===== src/rtl/unidade_controle.sv =====
// Multi-cycle control unit: sequences FETCH/DECODE/EXEC/MEM/WB and drives the datapath control bus.
// Optional feature macro: ILLEGAL_TRAP_EN (illegal decode locks the unit in TRAP until reset).
module unidade_controle #(
   parameter int CNT_W = 16
) (
   input  logic             clk,
   input  logic             reset,
   input  logic             run,
   input  logic [31:0]      instrucao,
   output logic             load_en,
   output logic             store_en,
   output logic [1:0]       op_ula,
   output logic             operation_type,
   output logic             ula_entry,
   output logic             branch,
   output logic             sign,
   output logic             pc_write,
   output logic             busy,
   output logic             illegal,
   output logic [2:0]       state,
   output logic [CNT_W-1:0] retired
);

   localparam logic [2:0] S_IDLE   = 3'd0;
   localparam logic [2:0] S_FETCH  = 3'd1;
   localparam logic [2:0] S_DECODE = 3'd2;
   localparam logic [2:0] S_EXEC   = 3'd3;
   localparam logic [2:0] S_MEM    = 3'd4;
   localparam logic [2:0] S_WB     = 3'd5;
   localparam logic [2:0] S_TRAP   = 3'd7;

   localparam logic [2:0] K_ALU = 3'd0;
   localparam logic [2:0] K_LD  = 3'd1;
   localparam logic [2:0] K_SD  = 3'd2;
   localparam logic [2:0] K_BR  = 3'd3;
   localparam logic [2:0] K_ILL = 3'd4;

   logic [2:0]       state_q, state_d;
   logic [31:0]      ir_q, ir_d;
   logic [2:0]       kind_q, kind_d;
   logic [1:0]       op_ula_q, op_ula_d;
   logic             op_type_q, op_type_d;
   logic             ula_entry_q, ula_entry_d;
   logic             branch_q, branch_d;
   logic             sign_q, sign_d;
   logic [CNT_W-1:0] retired_q, retired_d;

   logic [2:0] dec_kind;
   logic [1:0] dec_op_ula;
   logic       dec_op_type, dec_ula_entry, dec_branch, dec_sign;
   logic [6:0] opcode;
   logic [2:0] funct3;
   logic [6:0] funct7;
   logic       pc_write_c, last_c;

   assign opcode = ir_q[6:0];
   assign funct3 = ir_q[14:12];
   assign funct7 = ir_q[31:25];

   // Unsupported encodings fall through with all fields zero and kind K_ILL.
   always_comb begin
      dec_kind      = K_ILL;
      dec_op_ula    = 2'b00;
      dec_op_type   = 1'b0;
      dec_ula_entry = 1'b0;
      dec_branch    = 1'b0;
      dec_sign      = 1'b0;
      case (opcode)
         7'b0110011: begin
            if (funct3 == 3'b000 && (funct7 == 7'b0000000 || funct7 == 7'b0100000)) begin
               dec_kind      = K_ALU;
               dec_op_ula    = (funct7 == 7'b0000000) ? 2'b01 : 2'b00;
               dec_op_type   = 1'b1;
               dec_ula_entry = 1'b1;
            end
         end
         7'b0010011: begin
            if (funct3 == 3'b000 || funct3 == 3'b001) begin
               dec_kind    = K_ALU;
               dec_op_ula  = (funct3 == 3'b000) ? 2'b01 : 2'b00;
               dec_op_type = 1'b1;
            end
         end
         7'b0000011: begin
            if (funct3 == 3'b011) begin
               dec_kind   = K_LD;
               dec_op_ula = 2'b01;
            end
         end
         7'b0100011: begin
            if (funct3 == 3'b011) begin
               dec_kind   = K_SD;
               dec_op_ula = 2'b01;
            end
         end
         7'b1100011: begin
            if (funct3 != 3'b010 && funct3 != 3'b011) begin
               dec_kind      = K_BR;
               dec_op_ula    = (funct3[2] == 1'b0) ? 2'b10 : 2'b11;
               dec_op_type   = 1'b1;
               dec_ula_entry = 1'b1;
               dec_branch    = 1'b1;
               dec_sign      = (funct3[2:1] != 2'b11);
            end
         end
         default: ;
      endcase
   end

   // The cycle carrying pc_write is always the final state of an instruction.
   always_comb begin
      pc_write_c = 1'b0;
      case (state_q)
         S_EXEC:  pc_write_c = (kind_q == K_BR) || (kind_q == K_ILL);
         S_MEM:   pc_write_c = (kind_q == K_SD);
         S_WB:    pc_write_c = 1'b1;
         default: pc_write_c = 1'b0;
      endcase
   end
   assign last_c = pc_write_c;

   always_comb begin
      state_d     = state_q;
      ir_d        = ir_q;
      kind_d      = kind_q;
      op_ula_d    = op_ula_q;
      op_type_d   = op_type_q;
      ula_entry_d = ula_entry_q;
      branch_d    = branch_q;
      sign_d      = sign_q;
      retired_d   = retired_q;
      case (state_q)
         S_IDLE:  if (run) state_d = S_FETCH;
         S_FETCH: begin
            ir_d    = instrucao;
            state_d = S_DECODE;
         end
         S_DECODE: begin
            kind_d      = dec_kind;
            op_ula_d    = dec_op_ula;
            op_type_d   = dec_op_type;
            ula_entry_d = dec_ula_entry;
            branch_d    = dec_branch;
            sign_d      = dec_sign;
`ifdef ILLEGAL_TRAP_EN
            state_d     = (dec_kind == K_ILL) ? S_TRAP : S_EXEC;
`else
            state_d     = S_EXEC;
`endif
         end
         S_EXEC:  if (kind_q == K_ALU) state_d = S_WB;
                  else if (kind_q == K_LD || kind_q == K_SD) state_d = S_MEM;
         S_MEM:   if (kind_q == K_LD) state_d = S_WB;
         S_WB:    ;
         S_TRAP:  state_d = S_TRAP;
         default: state_d = S_IDLE;
      endcase
      if (last_c) begin
         state_d = run ? S_FETCH : S_IDLE;
         if (kind_q != K_ILL) retired_d = retired_q + 1'b1;
      end
   end

   always_ff @(posedge clk or negedge reset) begin
      if (!reset) begin
         state_q     <= S_IDLE;
         ir_q        <= '0;
         kind_q      <= K_ALU;
         op_ula_q    <= 2'b00;
         op_type_q   <= 1'b0;
         ula_entry_q <= 1'b0;
         branch_q    <= 1'b0;
         sign_q      <= 1'b0;
         retired_q   <= '0;
      end else begin
         state_q     <= state_d;
         ir_q        <= ir_d;
         kind_q      <= kind_d;
         op_ula_q    <= op_ula_d;
         op_type_q   <= op_type_d;
         ula_entry_q <= ula_entry_d;
         branch_q    <= branch_d;
         sign_q      <= sign_d;
         retired_q   <= retired_d;
      end
   end

   assign load_en        = (state_q == S_WB);
   assign store_en       = (state_q == S_MEM) && (kind_q == K_SD);
   assign pc_write       = pc_write_c;
   assign busy           = (state_q >= S_FETCH) && (state_q <= S_WB);
   assign op_ula         = op_ula_q;
   assign operation_type = op_type_q;
   assign ula_entry      = ula_entry_q;
   assign branch         = branch_q;
   assign sign           = sign_q;
   assign state          = state_q;
   assign retired        = retired_q;
`ifdef ILLEGAL_TRAP_EN
   assign illegal        = (state_q == S_TRAP);
`else
   assign illegal        = (state_q == S_EXEC) && (kind_q == K_ILL);
`endif

endmodule


===== config.mk =====
export PLATFORM = sky130hd
export DESIGN_NAME = unidade_controle
export DESIGN_NICKNAME = d
export VERILOG_FILES = /design/src/rtl/unidade_controle.sv
export SDC_FILE = /design/constraint.sdc
export NUM_CORES = 1
export LEC_CHECK = 0
export CAP_MARGIN = 5
export CORE_MARGIN = 1.5
export CORE_UTILIZATION = 40
export CTS_BUF_LIST = sky130_fd_sc_hd__clkbuf_4 sky130_fd_sc_hd__clkbuf_8 sky130_fd_sc_hd__clkbuf_16
export DETAILED_ROUTE_END_ITERATION = 16
export PLACE_DENSITY = 0.8
export SLEW_MARGIN = 20
export SYNTH_ARGS = -nofsm -noshare
export SYNTH_HDL_FRONTEND = slang
export SYNTH_SLANG_ARGS = --single-unit

===== constraint.sdc =====
create_clock -name clk -period 2.5 [get_ports clk]
set_clock_uncertainty 0.05 [all_clocks]
set_input_delay 0.75 -clock clk [delete_from_list [all_inputs] [get_ports clk]]
set_output_delay 0.75 -clock clk [all_outputs]
set_load 0.1 [all_outputs]

# == Word level (Yosys, flattened, before mapping) ==
# Index checks and enable logic that the tools add are counted.
# op_classes
n_div,0
n_mux,30
add_sub_neg,1
multipliers,0
n_reduce_logical,16
n_eq_ne,26
shifts,0
n_bitwise,0
magnitude_cmp,2
# op_table
op,n
3-bit two-way mux,10
"7-bit by 6-bit == test with 1-bit output, second input constant",3
3-bit case mux with 7 select lines,1
"16-bit by 1-bit adder with 16-bit output, second input constant",1
"3-bit by 2-bit == test with 1-bit output, second input constant",5
3-bit case mux with 5 select lines,1
1-bit two-way mux,13
"3-bit == test, second input constant",4
"3-bit by 1-bit == test with 1-bit output, second input constant",3
3-bit zero test,3
"3-bit inequality test, second input constant",3
2-bit case mux with 4 select lines,1
"7-bit by 2-bit == test with 1-bit output, second input constant",1
"7-bit by 5-bit == test with 1-bit output, second input constant",1
"7-bit == test, second input constant",1
7-bit zero test,1
"3-bit by 2-bit inequality test with 1-bit output, second input constant",2
1-bit case mux with 3 select lines,2
1-bit logical AND,5
1-bit logical OR,4
"4-bit inequality test, second input constant",1
4-bit AND reduction,1
"3-bit by 1-bit greater-or-equal comparator with 1-bit output, second input constant",1
"3-bit less-or-equal comparator, second input constant",1
6 further kinds,6
# word_totals
mem_count,0
ramBits,0
romBits,0
out_inout_bits,30
latch_bits,0
wordCells,84
ff_bits,60

# == Depth between registers and ports, before layout ==
# Gate-level depths: netlist of the first run.
# logic_depth
word_depth,6
mapped_depth,6
ltp_nobuf,4

# == Worst setup path after synthesis of the first run ==
# OpenSTA, ideal clock, no wires.
# synth_timing
path_type,register -> output
from,"register state_q[1], in the netlist state[1]"
to,output busy
path_buffers,1
path_stages_with_launch,4
arrival_time_ns,2.899
slack_ns,-1.199
cell_sequence,dfrtp_1 buf_2 nor3_1 a21oi_1
# synth_via
elab_chain_len,2
# synth_lines
element,line,rtl
start: declaration,38,"logic [2:0] state_q, state_d;"
start signal: assignment,176,state_q <= state_d;
3-bit by 1-bit greater-or-equal comparator with 1-bit output or 3-bit less-or-equal comparator (tied branches),191,assign busy = (state_q >= S_FETCH) && (state_q <= S_WB);
1-bit logical AND *,191,
end: declaration,18,"output logic busy,"
# Every way passes the cells marked *; elsewhere a longest branch is shown, timed or not.

# == Worst setup path in the final report of the first run ==
# layout_timing
from,register kind_q[0]
to,output pc_write
# layout_via
elab_chain_len,3
# layout_lines
element,line,rtl
start: declaration,40,"logic [2:0] kind_q, kind_d;"
start signal: assignment,178,kind_q <= kind_d;
3-bit by 2-bit == test with 1-bit output or 3-bit == test (tied branches),114,S_EXEC: pc_write_c = (kind_q == K_BR) || (kind_q == K_ILL);
1-bit logical OR,114,
1-bit case mux with 3 select lines *,113,case (state_q)
end: declaration,17,"output logic pc_write,"
# Marked as above.

==> results of run 1 <==
-- cells in the final DEF (no fill, tap or decap), types with 4 or more instances in the layout --
cell type        count
dfrtp_1             41
nor2_1              10
o21ai_0              5
clkbuf_8             7
clkdlybuf4s50_1     18
a21oi_1             10
inv_1                5
nand2b_1             7
nor3_1               6
xor2_1              15
o21ai_1              4
buf_12               6
nand3b_1             4
nand2_1             17
a2111oi_1            4
buf_4               36
mux2_1              15
nand3_1             10
-- critical path: cells and delay by family (launching register included) --
kind            cells  cell delay, ps
buf+inv             1             170
flops               1             400
simple gates        2             610
compound gates      1             190
-- layer usage --
layer	part of all wire, %	vias up
li1	-	929
met1	45	911
met2	49	49
met3	3.9	6
met4	1.3	0
met5	0	-
-- power groups by stage --
stage | clock, uW | combinational (uW) | sequential, uW
2_1_floorplan | 0 | 848 | 1230
6_report | 491 | 1370 | 1100
3_3_place_gp | 0 | 1340 | 1100
3_5_place_dp | 0 | 1360 | 1120
4_1_cts | 506 | 1370 | 1100
5_1_grt | 540 | 1460 | 1130
-- final cells by class --
cell class              count  area share [%]
flip-flops and latches     44            35.7
well taps                  72            2.91
clock buffers               8            3.36
inverters                   5           0.607
repair buffers             62            19.0
multi-input cells         162            38.4
-- flip-flops by register name (all words and copies together), names as in the netlist --
signal          count
ir_q               17
retired            16
kind_q              3
state               3
op_ula              2
operation_type      1
sign                1
ula_entry           1
-- stage by stage --
| step | setup TNS, ps | utilization [%] | setup WS [ps] |
|---|---|---|---|
| 6_report | 0 | 55.2 | 46.7 |
| 5_1_grt | -31.1 | 55.2 | -31.1 |
| 4_1_cts | 0 | 54.4 | 1.84 |
| 3_5_place_dp | 0 | 52.5 | 319 |
| 3_3_place_gp | 0 | 52.5 | 346 |
| 2_1_floorplan | 0 | - | 8.87 |
-- logic make-up after synthesis --
kind of cell,Yosys count,share of synthesized area (%)
and+or+nand+nor,78,19.4
AOI/OAI and AO/OA,52,16.1
DFF,44,46.7
buffers and inverters,20,4.04
muxes,16,7.65
xor gates and xnor gates,15,5.58
adders and majority gates,1,0.531
-- final timing paths --
check                            startpoint           to  slack (ps)  cells past startpoint
min in group clk                retired[15]  retired[15]         430                      1
max in group asynchronous             reset      ir_q[6]        1500                      2
worst max-delay path              kind_q[0]     pc_write          50                      4
worst min register to register  retired[15]  retired[15]         430                      1
worst min-delay path                  reset  retired[12]         330                      1
worst max register to register    kind_q[0]   retired[1]         470                      5
-- what timing repair did --
item | in CTS | in global routing
endpoints found under the setup margin | 1 | 1
hold buffers | 0 | 0
buffers inserted | 0 | 5
cloned | 0 | 0
pin swaps | 1 | 3
gates resized for setup | 0 | 2
==> summary.md, run 1 <==
| Metric | Value |
|---|---|
| Synth Flop Type | `dfrtp_1` |
| Count of final setup violators | `0` |
| Multi-input gate area | `0.00119 mm2` |
| Worst-Skew Late Latency | `approximately 300 ps` |
| IO Port Bufs | `a little under 50` |
| Commonest cells in the netlist | `44 x dfrtp_1, 17 x nand2_1, 15 x mux2_1, 15 x xor2_1, 12 x a21oi_1` |
| Post-synth cell types | `53` |
| GPL Wtd Cong | `roughly 0.86` |
| Slew HR | `56.1%` |
| Antenna violations before repair | `0` |
| Arrival time worst endpoint | `1650 ps` |
| Switch Pwr | `1270 uW` |
| CP Cell Sequence | `or3b_1 > a21oi_2 > or2_4 > buf_12` |
| Total Power | `approximately 3000 uW` |
| Slew @ Worst Pin | `656 ps` |
| Busiest grt layer | `met2` |
| Initial Utilization | `a little over two fifths` |
| CP peak stage delay | `450 ps` |
| Chip width | `79.7 um` |
| Root Buffer | `clkbuf_8` |
| Fin Hold WS | `about 330 ps` |
| Seq/Total Area, Yosys | `46.7%` |
| Pin count of the biggest net entering global routing | `21` |
| Sw Share | `43.0%` |
| Fill count | `510` |
| CTS tree | `built` |
| Seq pwr share | `37.1%` |
| Tcrit/Tclk final | `98.1%` |
| Combinational Power Share | `~46%` |
| Peak VDD IR | `0.693 mV` |
| Global route total overflow | `0` |
| # rows | `27` |
| Ratio of cells with drive above 1 in the final layout | `24.6%` |
| Final wirelength | `4850 um` |
| Setup CP Type | `flip-flop to primary output` |
| Mapped Cells | `~230` |
| Power Dens Cells | `956 mW/mm2` |
| Chip height | `79.7 um` |
| Post-synth top area cell | `dfrtp_1` |
| Worst Hold Class | `primary input to asynchronous set/reset pin` |
| GR Util met2 | `around 26%` |
| Status | `complete, no violations` |
| DRT iter0 DRCs | `115` |
| Startpoint types | `flip-flop` |
| Clk slew on worst S/H paths | `90 ps` |
| Finished Layout Cells | `353` |
| Antenna cells | `0` |
| Area delta synth->final | `31.3%` |
| Clock network fraction of total power | `16.6%` |
| Placed instance area | `0.00294 mm2` |
| Met1 Usage GRT | `21.7%` |
| H-tree depth | `2` |
| Max Slew Vio Count | `0` |
| Yosys reg bits | `44` |
| Core Area | `0.00561 mm2` |
| Clk buf depth | `2` |
| Placed cell count | `340` |
| Drt drc | `0` |
| Mapped Area | `0.00236 mm2` |
| Post-synth EDFFs | `0` |
| Hold Fails Final Rpt | `0` |
| Die ar. | `0.00636 mm2` |
| Total track usage | `16.1%` |
| HPWL after detailed placement | `3550 um` |
| M3 GR Usage | `3.31%` |
| Finished Cell Area | `0.00309 mm2` |
| Max cap viols | `0` |
| Final-stage net count | `about 320` |
| Cts bufs inserted | `5` |
| Avg WL per Cell | `about 14 um` |
| First-pass GRT wire length | `8140 um` |
| Vias per cell | `roughly 5.4` |
| Largest cells by area after synthesis | `dfrtp_1 47%, mux2_1 7.2%, xor2_1 5.6%` |
| Async set or reset register ratio after synthesis | `between 90% and 100%` |
| CP Data Required Time | `1700 ps` |
| Vias in the first global route | `1750` |
| Yosys top cell area share | `46.7%` |
| RSZ-0062 raised after global routing | `yes` |
| Sink Count | `44` |
| Drt pass-1 iters | `4` |
| Syn. warnings | `0` |
| Max FO, Critical Path | `3` |
| Avg Cell Area, Syn | `10.4 um2` |
| Fmax | `408 MHz` |
| Flip-flop and latch area | `0.00110 mm2` |
| Most common cell in the synthesized netlist | `dfrtp_1` |
| Crit path max-delay cell type | `or3b_1` |
| Via Count | `approximately 1900` |
| Num ports | `65` |
| Cell-internal power | `1690 uW` |
| Min Tclk post-route | `2450 ps` |
| Critical Path Sink Type | `primary output` |
| Syn Nets | `262` |
| Post-route ant nets | `0` |
| P_leak | `0.00141 uW` |
Power figures use the tool's default switching activity.
==> inputs of run 2 (changes only) <==
Settings changed: SKIP_CTS_REPAIR_TIMING from default to 1.
==> summary.md, run 2 (synthesis results as in run 1) <==
| Metric | Value |
|---|---|
| Avg WL per Cell | `13.7 um` |
| FF-to-FF Start | `kind_q[2]` |
| Setup slack after placement | `319 ps` |
| CP peak stage delay | `450 ps` |
| Antenna cells | `0` |
| Placed instance area | `0.00294 mm2` |
| Final setup TNS | `0 ps` |
| Initial Utilization | `roughly 42%` |
| R2R Setup Slk | `a little over 400 ps` |
| Max Slew Vio Count | `0` |
| Tcrit/Tclk final | `97.5%` |
| Drt drc | `0` |
| FF-to-FF End | `retired[1]` |
| Critical Path Sink Type | `primary output` |
| Final WS setup | `about 62 ps` |
| Worst Hold Class | `primary input to asynchronous set/reset pin` |
| Most flop-heavy register | `ir_q` |
| Clk buf depth | `2` |
| RSZ-0062 raised after global routing | `yes` |
| Clk slew on worst S/H paths | `about 90 ps` |
| Drt pass-1 iters | `4` |
| CP delay by family, top | `simple AND/OR/NAND/NOR gates` |
| # rows | `27` |
| Peak VDD IR | `0.684 mV` |
| Cts bufs inserted | `5` |
| Max cap viols | `0` |
| Max FFs per register | `17` |
| Worst Reg2Reg Path Length in Cells | `6` |
| Vias per cell | `5.35` |
| Crit path max-delay cell type | `dfrtp_2` |
| Fmax | `between 400 and 500 MHz` |
| GPL Wtd Cong | `just under 0.9` |
| Worst Path Buf+Inv | `1` |
| CP Data Required Time | `1700 ps` |
| CP Cell Sequence | `nor2b_2 > a22o_1 > or2_4 > buf_12` |
| Worst-Skew Late Latency | `300 ps` |
| DRT iter0 DRCs | `102` |
| Finished Cell Area | `0.00311 mm2` |
| Final-stage net count | `317` |
| Count of final setup violators | `0` |
| Slew @ Worst Pin | `660 ps` |
| HPWL after detailed placement | `3550 um` |
| Status | `complete, no violations` |
| Max FO, Critical Path | `7` |
| CTS tree | `built` |
| Sink Count | `44` |
| Min Tclk post-route | `2440 ps` |
| Hold Fails Final Rpt | `0` |
| Pin count of the biggest net entering global routing | `21` |
| Power Dens Cells | `around 960 mW/mm2` |
| Fill count | `507` |
| Global route total overflow | `0` |
| Root Buffer | `clkbuf_8` |
| Startpoint types | `flip-flop` |
| Arrival time worst endpoint | `1640 ps` |
| Core Area | `0.00561 mm2` |
| Commonest non-fill, non-tap cell in the layout | `dfrtp_1` |
| Critical path depth in cells | `4` |
| Post-route ant nets | `0` |
| IO Port Bufs | `49` |
| Chip width | `79.7 um` |
| Die ar. | `0.00636 mm2` |
| Total track usage | `16.1%` |
| Chip height | `79.7 um` |
| Antenna violations before repair | `0` |
| Area delta synth->final | `31.9%` |
| P_leak | `roughly 0.0014 uW` |
| Vias in the first global route | `1744` |
| Ratio of cells with drive above 1 in the final layout | `25.2%` |
| Final wirelength | `4850 um` |
| Most frequent cells in the layout | `41 x dfrtp_1, 36 x buf_4, 18 x clkdlybuf4s50_1` |
| First-pass GRT wire length | `8140 um` |
| Via Count | `1895` |
| Num ports | `65` |
| Slew HR | `55.8%` |
| Setup CP Type | `flip-flop to primary output` |
| H-tree depth | `2` |
[run 2: worst reg2reg max path, cell delays in order, from the launching register on]
cell and delay [ps]:
dfrtp_1 380, buf_6 140, buf_4 120, and4bb_1 180
o211ai_2 540, nand2_1 210, mux2_1 360
[run 2: worst max path at each step]
stage | endpoint | startpoint | slack (ps)
2_1_floorplan | busy | state[1] | 9
3_3_place_gp | pc_write | state[2] | 350
3_5_place_dp | pc_write | kind_q[0] | 320
4_1_cts | pc_write | kind_q[0] | -6
5_1_grt | pc_write | kind_q[2] | -20
6_report | pc_write | state[2] | 60
[run 2: layer usage]
layer	vias up	part of all wire, %	track usage [%]
met4	0	1.2	5.69
met1	911	45	21.7
met5	-	0	0
met2	45	50	25.8
met3	6	3.7	3.31
li1	933	-	-
[run 2: through the flow]
step	total power (uW)	hold WS (ps)	std cells	utilization, %
2_1_floorplan	2080	400	226	-
3_3_place_gp	2440	410	340	52.5
3_5_place_dp	2480	417	340	52.5
4_1_cts	2970	338	348	54.4
5_1_grt	3160	348	354	55.4
6_report	2980	326	354	55.4
[run 2: final cells by class]
| type | count | area [um2] | share of cell area (%) |
|---|---|---|---|
| clock buffers | 8 | 104 | 3.34 |
| inverters | 5 | 18.8 | 0.604 |
| multi-input cells | 162 | 1190 | 38.3 |
| flip-flops and latches | 44 | 1100 | 35.6 |
| well taps | 72 | 90.1 | 2.90 |
| repair buffers | 63 | 598 | 19.3 |
[run 2: where the power goes]
part | switching [uW] | total, uW | internal, uW
sequential | 203 | 1100 | 894
combinational | 844 | 1390 | 550
clock | 230 | 493 | 263
total | 1280 | 2980 | 1710
==> inputs of run 3 (changes only) <==
Settings changed: CORE_UTILIZATION 40 to 45, CTS_BUF_LIST sky130_fd_sc_hd__clkbuf_4 sky130_fd_sc_hd__clkbuf_8 sky130_fd_sc_hd__clkbuf_16 to default, PLACE_DENSITY 0.8 to 0.88.
==> summary.md, run 3 (synthesis results as in run 1) <==
| Metric | Value |
|---|---|
| Status | `complete, no violations` |
| Cell-internal power | `about 1700 uW` |
| Die ar. | `0.00568 mm2` |
| Ratio of cells with drive above 1 in the final layout | `25.2%` |
| Cts bufs inserted | `5` |
| Worst-Skew Late Latency | `between 200 and 300 ps` |
| Drt pass-1 iters | `4` |
| Most frequent cells in the layout | `40 x dfrtp_1, 37 x buf_4, 18 x clkdlybuf4s50_1` |
| Critical path startpoint | `kind_q[2]` |
| Multi-input gate area | `0.00119 mm2` |
| Arrival time worst endpoint | `1670 ps` |
| Flip-flop and latch area | `0.00111 mm2` |
| Vias per cell | `roughly 5.4` |
| Commonest non-fill, non-tap cell in the layout | `dfrtp_1` |
| Hold Fails Final Rpt | `0` |
| Chip width | `~75 um` |
| GPL Wtd Cong | `0.885` |
| Clock network fraction of total power | `between 10% and 20%` |
| Pin count of the biggest net entering global routing | `22` |
| # rows | `26` |
| Num ports | `65` |
| Chip height | `around 75 um` |
| HPWL after detailed placement | `3450 um` |
| Sw Share | `between 40% and 50%` |
| R2R Setup Slk | `around 280 ps` |
| Total track usage | `18.0%` |
| Tcrit/Tclk final | `99.0%` |
| First-pass GRT wire length | `7850 um` |
| CP delay by family, top | `buffers and inverters` |
| Initial Utilization | `46.4%` |
| Antenna violations before repair | `0` |
| Switch Pwr | `1290 uW` |
| Via Count | `1893` |
| FF-to-FF End | `retired[1]` |
| CP Cell Sequence | `buf_6 > nor4b_4 > buf_4 > and3b_4 > buf_12` |
| Area delta synth->final | `31.8%` |
| Final-stage net count | `about 320` |
| Min Tclk post-route | `2470 ps` |
| Slew HR | `about half` |
| Max cap viols | `0` |
| Vias in the first global route | `1745` |
| Max Slew Vio Count | `0` |
| P_leak | `0.00141 uW` |
| Worst Hold Class | `primary input to asynchronous set/reset pin` |
| Crit path max-delay cell type | `dfrtp_1` |
| Sink Count | `44` |
| Clk slew on worst S/H paths | `~80 ps` |
| Most flop-heavy register | `ir_q` |
| Worst Reg2Reg Path Length in Cells | `7` |
| CTS tree | `built` |
| DRT iter0 DRCs | `100` |
| Finished Cell Area | `around 0.0031 mm2` |
| Fill count | `437` |
| Max FO, Critical Path | `6` |
| RSZ-0062 raised after global routing | `yes` |
| IO Port Bufs | `49` |
| Seq pwr share | `37.0%` |
| CP Data Required Time | `1700 ps` |
| Avg WL per Cell | `14.1 um` |
| Setup CP Type | `flip-flop to primary output` |
| Core Area | `0.00507 mm2` |
| Max FFs per register | `17` |
| Drt drc | `0` |
| Placed instance area | `about 0.0029 mm2` |
| Critical Path Sink Type | `primary output` |
| Fin Hold WS | `358 ps` |
| Count of final setup violators | `0` |
| Antenna cells | `0` |
| Startpoint types | `flip-flop` |
| Global route total overflow | `0` |
| Combinational Power Share | `45.7%` |
| Peak VDD IR | `0.706 mV` |
| Worst Path Buf+Inv | `3` |
| Slew @ Worst Pin | `769 ps` |
| FF-to-FF Start | `kind_q[2]` |
| CP peak stage delay | `430 ps` |
| Post-route ant nets | `0` |
| H-tree depth | `2` |
| Fmax | `404 MHz` |
| Clk buf depth | `2` |
| Power Dens Cells | `between 900 and 1000 mW/mm2` |
| Final wirelength | `between 4000 and 5000 um` |
| Root Buffer | `clkbuf_8` |
-- run 3: changes by cell type in the layout (fill, tap and decap cells not counted), sizes merged --
cell    previous run  this run
clkbuf             8         6
bufinv             0         1
clkinv             0         1
-- run 3: layout make-up --
type / count / share of cell area, %
Multi-Input combinational cell: 162 / 38.4
Sequential cell: 44 / 35.6
Timing Repair Buffer: 63 / 19.1
Tap cell: 70 / 2.82
Clock buffer: 6 / 2.34
Clock inverter: 2 / 1.13
Inverter: 5 / 0.604
-- run 3: per-layer routing --
metal  GRT usage [%]  wire, um  share of wire (%)  up-vias
met5               0         0                  0        -
met4            5.36        63                1.3        0
met3            4.37       198                4.0        5
met2            30.1      2470                 50       46
met1            23.2      2230                 45      907
li1                -         -                  -      935
-- run 3: worst max path at each step --
stage               endpoint  slack, ps  cells past startpoint
floorplan               busy          9                      3
global placement    pc_write        340                      4
detailed placement  pc_write        320                      4
CTS                 pc_write         -7                      4
global route        pc_write        -50                      6
finish              store_en         30                      5
-- run 3: worst reg2reg max path: cells and delay by family (launching register included) --
kind	cells	cell delay, ps
multiplexers	1	350
flip-flops	1	420
AND/OR/NAND/NOR	2	260
AO/OA/AOI/OAI	1	610
buffers and inverters	3	410
-- run 3: power by group through the flow --
stage                     Sequential (uW)  Combinational [uW]  Clock, uW
final                                1120                1390        525
after floorplan                      1230                 848          0
after global placement               1120                1320          0
after global routing                 1150                1480        570
after CTS                            1120                1350        540
after detailed placement             1130                1350          0
-- run 3: per-stage QoR --
step / instances / worst slack, ps / util, % / setup TNS, ps / total power [uW]
2_1_floorplan: 226 / 8.87 / - / 0 / 2080
3_3_place_gp: 337 / 337 / 57.8 / 0 / 2430
3_5_place_dp: 337 / 320 / 57.8 / 0 / 2480
4_1_cts: 345 / -7.17 / 59.9 / -7.17 / 3010
5_1_grt: 352 / -50.3 / 61.2 / -94.1 / 3200
6_report: 352 / 26.1 / 61.2 / 0 / 3030
